[src/rtl/ex_if.sv]
// Signal bundle between the ID/EX register, the WB stage and the EX/MEM register.
// The execute stage takes the slave side.
interface ex_if;
  logic        start_i;
  logic        RegWrite_i;
  logic        MemtoReg_i;
  logic        MemRead_i;
  logic        MemWrite_i;
  logic        ALUSrc_i;
  logic [1:0]  ALUOp_i;
  logic [31:0] reg1Data_i;
  logic [31:0] reg2Data_i;
  logic [4:0]  rs1_i;
  logic [4:0]  rs2_i;
  logic [4:0]  rd_i;
  logic [9:0]  funct_i;
  logic [31:0] imm_i;
  logic        wbRegWrite_i;
  logic [4:0]  wbRd_i;
  logic [31:0] wbData_i;

  logic        start_o;
  logic        RegWrite_o;
  logic        MemtoReg_o;
  logic        MemRead_o;
  logic        MemWrite_o;
  logic [31:0] ALUResult_o;
  logic [31:0] memWriteData_o;
  logic [4:0]  rd_o;
  logic [1:0]  fwdA_o;
  logic [1:0]  fwdB_o;

  modport slave (
    input  start_i, RegWrite_i, MemtoReg_i, MemRead_i, MemWrite_i, ALUSrc_i, ALUOp_i,
           reg1Data_i, reg2Data_i, rs1_i, rs2_i, rd_i, funct_i, imm_i,
           wbRegWrite_i, wbRd_i, wbData_i,
    output start_o, RegWrite_o, MemtoReg_o, MemRead_o, MemWrite_o, ALUResult_o,
           memWriteData_o, rd_o, fwdA_o, fwdB_o
  );

  modport master (
    output start_i, RegWrite_i, MemtoReg_i, MemRead_i, MemWrite_i, ALUSrc_i, ALUOp_i,
           reg1Data_i, reg2Data_i, rs1_i, rs2_i, rd_i, funct_i, imm_i,
           wbRegWrite_i, wbRd_i, wbData_i,
    input  start_o, RegWrite_o, MemtoReg_o, MemRead_o, MemWrite_o, ALUResult_o,
           memWriteData_o, rd_o, fwdA_o, fwdB_o
  );
endinterface

[src/rtl/ex_stage.sv]
// Execute stage: operand forwarding, ALU decode and 32-bit ALU, plus the EX/MEM register.
// The EX/MEM register outputs double as the nearest forwarding source.
module ex_stage #(
  parameter bit FWD_EN = 1'b1
) (
  input  logic clk_i,
  input  logic rst_i,
  ex_if.slave  bus
);

  logic [4:0]  rs_id   [2];
  logic [31:0] rf_data [2];
  logic [31:0] op_a;
  logic [31:0] fwd_b;
  logic [31:0] op_b;
  logic [31:0] alu_result;

  assign rs_id[0]   = bus.rs1_i;
  assign rs_id[1]   = bus.rs2_i;
  assign rf_data[0] = bus.reg1Data_i;
  assign rf_data[1] = bus.reg2Data_i;

  // Operand 0 is A, operand 1 is B; the EX/MEM producer is younger so it beats WB.
  for (genvar gi = 0; gi < 2; gi++) begin : g_fwd
    logic [1:0]  sel;
    logic [31:0] val;

    always_comb begin
      sel = 2'b00;
      if (FWD_EN && bus.RegWrite_o && (bus.rd_o != 5'd0) && (bus.rd_o == rs_id[gi])) begin
        sel = 2'b10;
      end else if (FWD_EN && bus.wbRegWrite_i && (bus.wbRd_i != 5'd0) &&
                   (bus.wbRd_i == rs_id[gi])) begin
        sel = 2'b01;
      end
    end

    always_comb begin
      val = rf_data[gi];
      case (sel)
        2'b10:   val = bus.ALUResult_o;
        2'b01:   val = bus.wbData_i;
        default: val = rf_data[gi];
      endcase
    end
  end

  assign bus.fwdA_o = g_fwd[0].sel;
  assign bus.fwdB_o = g_fwd[1].sel;
  assign op_a       = g_fwd[0].val;
  assign fwd_b      = g_fwd[1].val;
  assign op_b       = bus.ALUSrc_i ? bus.imm_i : fwd_b;

  always_comb begin
    alu_result = 32'd0;
    case (bus.ALUOp_i)
      2'b00: alu_result = op_a + op_b;
      2'b01: alu_result = op_a - op_b;
      2'b10: begin
        case (bus.funct_i)
          10'b0000000_111: alu_result = op_a & op_b;
          10'b0000000_100: alu_result = op_a ^ op_b;
          10'b0000000_001: alu_result = op_a << op_b[4:0];
          10'b0000000_000: alu_result = op_a + op_b;
          10'b0100000_000: alu_result = op_a - op_b;
          10'b0000001_000: alu_result = op_a * op_b;
          default:         alu_result = 32'd0;
        endcase
      end
      2'b11: begin
        // I-type decodes on funct3 only; srai shifts by the immediate, not opB.
        case (bus.funct_i[2:0])
          3'b000:  alu_result = op_a + op_b;
          3'b101:  alu_result = 32'($signed(op_a) >>> bus.imm_i[4:0]);
          default: alu_result = 32'd0;
        endcase
      end
      default: alu_result = 32'd0;
    endcase
  end

  always_ff @(posedge clk_i or posedge rst_i) begin
    if (rst_i) begin
      bus.start_o        <= 1'b0;
      bus.RegWrite_o     <= 1'b0;
      bus.MemtoReg_o     <= 1'b0;
      bus.MemRead_o      <= 1'b0;
      bus.MemWrite_o     <= 1'b0;
      bus.ALUResult_o    <= 32'd0;
      bus.memWriteData_o <= 32'd0;
      bus.rd_o           <= 5'd0;
    end else if (bus.start_i) begin
      bus.start_o        <= 1'b1;
      bus.RegWrite_o     <= bus.RegWrite_i;
      bus.MemtoReg_o     <= bus.MemtoReg_i;
      bus.MemRead_o      <= bus.MemRead_i;
      bus.MemWrite_o     <= bus.MemWrite_i;
      bus.ALUResult_o    <= alu_result;
      bus.memWriteData_o <= fwd_b;
      bus.rd_o           <= bus.rd_i;
    end
  end

endmodule

[src/flat_wrapper.sv]
// flat-port wrapper written by rule: the top's interface ports become plain ports
module ex_stage_flat 
#(
  parameter bit FWD_EN = 1'b1
)
  (clk_i, rst_i, bus_start_i, bus_RegWrite_i, bus_MemtoReg_i, bus_MemRead_i, bus_MemWrite_i, bus_ALUSrc_i, bus_ALUOp_i, bus_reg1Data_i, bus_reg2Data_i, bus_rs1_i, bus_rs2_i, bus_rd_i, bus_funct_i, bus_imm_i, bus_wbRegWrite_i, bus_wbRd_i, bus_wbData_i, bus_start_o, bus_RegWrite_o, bus_MemtoReg_o, bus_MemRead_o, bus_MemWrite_o, bus_ALUResult_o, bus_memWriteData_o, bus_rd_o, bus_fwdA_o, bus_fwdB_o);
  ex_if bus_i ();
  input  logic clk_i;
  input  logic rst_i;
  input wire logic [$bits(bus_i.start_i)-1:0] bus_start_i;
  input wire logic [$bits(bus_i.RegWrite_i)-1:0] bus_RegWrite_i;
  input wire logic [$bits(bus_i.MemtoReg_i)-1:0] bus_MemtoReg_i;
  input wire logic [$bits(bus_i.MemRead_i)-1:0] bus_MemRead_i;
  input wire logic [$bits(bus_i.MemWrite_i)-1:0] bus_MemWrite_i;
  input wire logic [$bits(bus_i.ALUSrc_i)-1:0] bus_ALUSrc_i;
  input wire logic [$bits(bus_i.ALUOp_i)-1:0] bus_ALUOp_i;
  input wire logic [$bits(bus_i.reg1Data_i)-1:0] bus_reg1Data_i;
  input wire logic [$bits(bus_i.reg2Data_i)-1:0] bus_reg2Data_i;
  input wire logic [$bits(bus_i.rs1_i)-1:0] bus_rs1_i;
  input wire logic [$bits(bus_i.rs2_i)-1:0] bus_rs2_i;
  input wire logic [$bits(bus_i.rd_i)-1:0] bus_rd_i;
  input wire logic [$bits(bus_i.funct_i)-1:0] bus_funct_i;
  input wire logic [$bits(bus_i.imm_i)-1:0] bus_imm_i;
  input wire logic [$bits(bus_i.wbRegWrite_i)-1:0] bus_wbRegWrite_i;
  input wire logic [$bits(bus_i.wbRd_i)-1:0] bus_wbRd_i;
  input wire logic [$bits(bus_i.wbData_i)-1:0] bus_wbData_i;
  output wire logic [$bits(bus_i.start_o)-1:0] bus_start_o;
  output wire logic [$bits(bus_i.RegWrite_o)-1:0] bus_RegWrite_o;
  output wire logic [$bits(bus_i.MemtoReg_o)-1:0] bus_MemtoReg_o;
  output wire logic [$bits(bus_i.MemRead_o)-1:0] bus_MemRead_o;
  output wire logic [$bits(bus_i.MemWrite_o)-1:0] bus_MemWrite_o;
  output wire logic [$bits(bus_i.ALUResult_o)-1:0] bus_ALUResult_o;
  output wire logic [$bits(bus_i.memWriteData_o)-1:0] bus_memWriteData_o;
  output wire logic [$bits(bus_i.rd_o)-1:0] bus_rd_o;
  output wire logic [$bits(bus_i.fwdA_o)-1:0] bus_fwdA_o;
  output wire logic [$bits(bus_i.fwdB_o)-1:0] bus_fwdB_o;
  assign bus_i.start_i = bus_start_i;
  assign bus_i.RegWrite_i = bus_RegWrite_i;
  assign bus_i.MemtoReg_i = bus_MemtoReg_i;
  assign bus_i.MemRead_i = bus_MemRead_i;
  assign bus_i.MemWrite_i = bus_MemWrite_i;
  assign bus_i.ALUSrc_i = bus_ALUSrc_i;
  assign bus_i.ALUOp_i = bus_ALUOp_i;
  assign bus_i.reg1Data_i = bus_reg1Data_i;
  assign bus_i.reg2Data_i = bus_reg2Data_i;
  assign bus_i.rs1_i = bus_rs1_i;
  assign bus_i.rs2_i = bus_rs2_i;
  assign bus_i.rd_i = bus_rd_i;
  assign bus_i.funct_i = bus_funct_i;
  assign bus_i.imm_i = bus_imm_i;
  assign bus_i.wbRegWrite_i = bus_wbRegWrite_i;
  assign bus_i.wbRd_i = bus_wbRd_i;
  assign bus_i.wbData_i = bus_wbData_i;
  assign bus_start_o = bus_i.start_o;
  assign bus_RegWrite_o = bus_i.RegWrite_o;
  assign bus_MemtoReg_o = bus_i.MemtoReg_o;
  assign bus_MemRead_o = bus_i.MemRead_o;
  assign bus_MemWrite_o = bus_i.MemWrite_o;
  assign bus_ALUResult_o = bus_i.ALUResult_o;
  assign bus_memWriteData_o = bus_i.memWriteData_o;
  assign bus_rd_o = bus_i.rd_o;
  assign bus_fwdA_o = bus_i.fwdA_o;
  assign bus_fwdB_o = bus_i.fwdB_o;
  ex_stage #(.FWD_EN(FWD_EN)) u_core (.clk_i(clk_i), .rst_i(rst_i), .bus(bus_i));
endmodule
[config.mk]
export PLATFORM = sky130hd
export DESIGN_NAME = ex_stage_flat
export DESIGN_NICKNAME = d
export VERILOG_FILES = /design/src/rtl/ex_if.sv /design/src/rtl/ex_stage.sv /design/src/flat_wrapper.sv
export SDC_FILE = /design/constraint.sdc
export NUM_CORES = 2
export LEC_CHECK = 0
export CORE_MARGIN = 3
export CORE_UTILIZATION = 40
export CTS_CLUSTER_DIAMETER = 60
export DETAILED_ROUTE_END_ITERATION = 8
export SLEW_MARGIN = 10
export SYNTH_ARGS = -nofsm -noshare
export SYNTH_HDL_FRONTEND = slang
export SYNTH_SLANG_ARGS = --single-unit
[constraint.sdc]
create_clock -name clk_i -period 21.7 [get_ports clk_i]
set_clock_uncertainty 0.05 [all_clocks]
set_input_delay 3.255 -clock clk_i [delete_from_list [all_inputs] [get_ports clk_i]]
set_output_delay 3.255 -clock clk_i [all_outputs]
set_load 0.05 [all_outputs]
==> results.md <==
* Adder-cell share of the synthesized area at 37.9%
* Xor/xnor cell area share of the yosys netlist at 5.27%
* Via-per-instance ratio at 6.07
* Initial Util at roughly two fifths
* # IOs at between 200 and 250
* Total number of vias at ~28000
* Drc violations at 0
* Hold slack at 0.425 ns
* Number of setup buffers added after CTS at 0
* Status: finished clean
* CP Launch Type: input pin
* Gpl congestion at 1.07
* Ys Warns at 0
* Syn nets at 4334
* Post-detail-place hpwl at ~110000 microns
* Max-Cap Viols at 0
* Final core occ at 46.1%
* CTS Root Cell: clkbuf_16
* Number of synthesized flops with an enable pin at 0
* Ys async rst share at 100%
* GRT Total Usage at between 30% and 40%
* Number of H-tree levels at 3
* Max_slew headroom at between 20% and 30%
* Post_cts resized at 0
* Setup WS post-layout at slightly below 8 ns
* Clk sink count at 74
* Compound-Gate Fraction of Synth Area at about 17%
* Clock Tree Buf Depth at 2
* Most used DFF post-synth: dfrtp_1
* Vias in the first global route at 28600
* Worst-Skew Late Latency at roughly 0.37 ns
* Area leader, netlist: fa_1
* Antenna diodes at 0
* Syn Inst Count at 3568
* Share of cells above drive strength 1 at 6.94%
* Worst EP required at between 20 and 25 ns
* Slowest cell delay on critical path at 0.61 ns
* Worst slew pin tran at 1.10 ns
* Average cell area after synthesis at 7.80 sq um
* DR WL/cell at 28.9 microns
* Most used cell, CP: fa_1
* Final slew viol count at 0
* Setup violators final at 0
* Layout Nets at 4463
* Tcrit/Tclk final at 63.7%
* Post-synthesis mux area share at 5.11%
* Post-synth top area share at 29.5%
* DIE AREA at about 0.073 sq mm
* Post-place setup slack at 7.70 ns
* Post-route minimum period at 13.83 ns
* Mapped cell area at 0.0278 sq mm
* Final hold vios at 0
* Die H at 270 microns
* First-pass GRT wire length at slightly below 200000 microns
* Largest family of logic cells by synthesized area: adder cells
* Simple-Gate Fraction of Synth Area at around 18%
* Detailed Route Iter0 Violations at about 3000
* Final ANT Viol Nets at 0
* Min-delay worst type: register to register
* DIE WIDTH at 270 microns
* Area delta synth->final at 13.9%
* CP arrival at 14.02 ns
* Main area contributors after synthesis: fa_1 (29%), ha_1 (8.4%), inv_1 (6.7%), dfrtp_1 (6.7%), nor2_1 (6.2%)
* Cts hold-fix bufs at 0
* Synth unique cells at between 70 and 80
* Worst-path clk slew at 0.07 ns
* Cts bufs inserted at 9
* RSZ-0062 raised after global routing: no
* Setup CP Type: input pin to register
* Max frequency at 0.0723 GHz
* Post-synthesis sequential element count at 74
* # rows at 96
* Pre-Repair DR Iteration Count at 8
* Initial antenna violation count at 2
* Global route overflow at 0
* Seq/Total Area, Yosys at 6.65%
* Setup TNS at 0 ns
* Critical path endpoint category: register
* Routed Wire Length at 134000 microns
* CTS tree: built
* IO buf count at 246
* Pin count of the biggest net entering global routing at 59
* Crit-path slowest cell: or3_4
* CP Max Fanout at 48
* Core area at 0.0688 sq mm
## cell usage after synthesis (33+ instances only)
| master | n |
|---|---|
| a21oi_1 | 153 |
| o221ai_1 | 37 |
| nor2_1 | 460 |
| ha_1 | 187 |
| mux2_2 | 33 |
| or2_2 | 33 |
| dfrtp_1 | 74 |
| o211ai_1 | 34 |
| inv_1 | 494 |
| o21ai_0 | 147 |
| fa_1 | 410 |
| nand3_1 | 49 |
| nand2_1 | 458 |
| xnor2_1 | 132 |
| nor3_1 | 68 |
| clkbuf_1 | 156 |
| buf_1 | 35 |
| mux2i_1 | 61 |
## cell families (layout without fill, tap and decap cells)
family                   Yosys count  in the layout
buffers and inverters            747            881
AND/OR/NAND/NOR                 1172           1172
XOR/XNOR                         165            165
flip-flops                        74             74
adder cells (fa/ha/maj)          597            597
multiplexers                     114            114
AO/OA/AOI/OAI                    699            699
## critical path, delay by kind of cell
| family | cells | cell delay, ns |
|---|---|---|
| fa+ha+maj | 9 | 4.24 |
| buf+inv | 10 | 2.36 |
| compound gates | 12 | 2.64 |
| simple gates | 6 | 1.23 |
| xor+xnor | 1 | 0.22 |
## flip-flops by register name, indices dropped and copies added, names as in the netlist
name / cells
u_core.bus.ALUResult_o: 32
u_core.bus.memWriteData_o: 32
u_core.bus.rd_o: 5
u_core.bus.MemRead_o: 1
u_core.bus.MemWrite_o: 1
u_core.bus.MemtoReg_o: 1
u_core.bus.RegWrite_o: 1
u_core.bus.start_o: 1
## cell usage in the layout (no fill, tap or decap), drive strengths merged, types with 13 or more instances in the layout
master         count
a31oi             24
clkinv            27
o221ai            44
a221oi            22
a211o             13
o41ai             18
o21ai            158
fa               410
buf               97
mux4              19
o22ai             27
xor2              31
nor3              68
ha               187
nor2             461
mux2i             62
a21oi            153
o21bai            17
nand3             49
inv              502
a211oi            32
mux2              33
nand2b            31
o21a              13
xnor2            133
o211ai            34
a21o              21
or2               33
or3               13
nand2            458
dfrtp             74
a22oi             18
clkdlybuf4s50    243
o31ai             17
## area by class of cell
cell class | count | area, sq um
Clock buffer | 10 | 239
Inverter | 525 | 1970
Tap cell | 931 | 1160
Clock inverter | 6 | 50.0
Fill cell | 6993 | 37100
Timing Repair Buffer | 340 | 3160
Multi-Input combinational cell | 2747 | 23300
Sequential cell | 74 | 1850
## through the flow
stage / cells / area, sq um
2_1_floorplan: 3568 / 27800
3_3_place_gp: 4617 / 31400
3_5_place_dp: 4617 / 31400
4_1_cts: 4633 / 31700
5_1_grt: 4633 / 31700
6_report: 4633 / 31700
## path summary, 6_finish.rpt
path	cells after the start	from	endpoint	slack, ns
min reg2reg	1	u_core.bus.start_o	u_core.bus.start_o	0.43
min in group asynchronous	2	rst_i	u_core.bus.MemtoReg_o	3.13
max reg2reg	37	u_core.bus.rd_o[3]	u_core.bus.ALUResult_o[26]	10.28
min	1	u_core.bus.start_o	u_core.bus.start_o	0.43
max	38	bus_rs2_i[3]	u_core.bus.ALUResult_o[26]	7.87
max in group asynchronous	3	rst_i	u_core.bus.memWriteData_o[20]	17.30
## layer usage
layer / vias up / track usage, % / wire [microns]
met2: 1923 / 56.0 / 58000
met3: 463 / 8.17 / 14400
met1: 13700 / 45.3 / 50000
li1: 12000 / - / -
met5: - / 0 / 18
met4: 2 / 25.6 / 11600
Power is not shown: default switching activity piles up to over one toggle a cycle in this logic, so the estimate is an artifact.
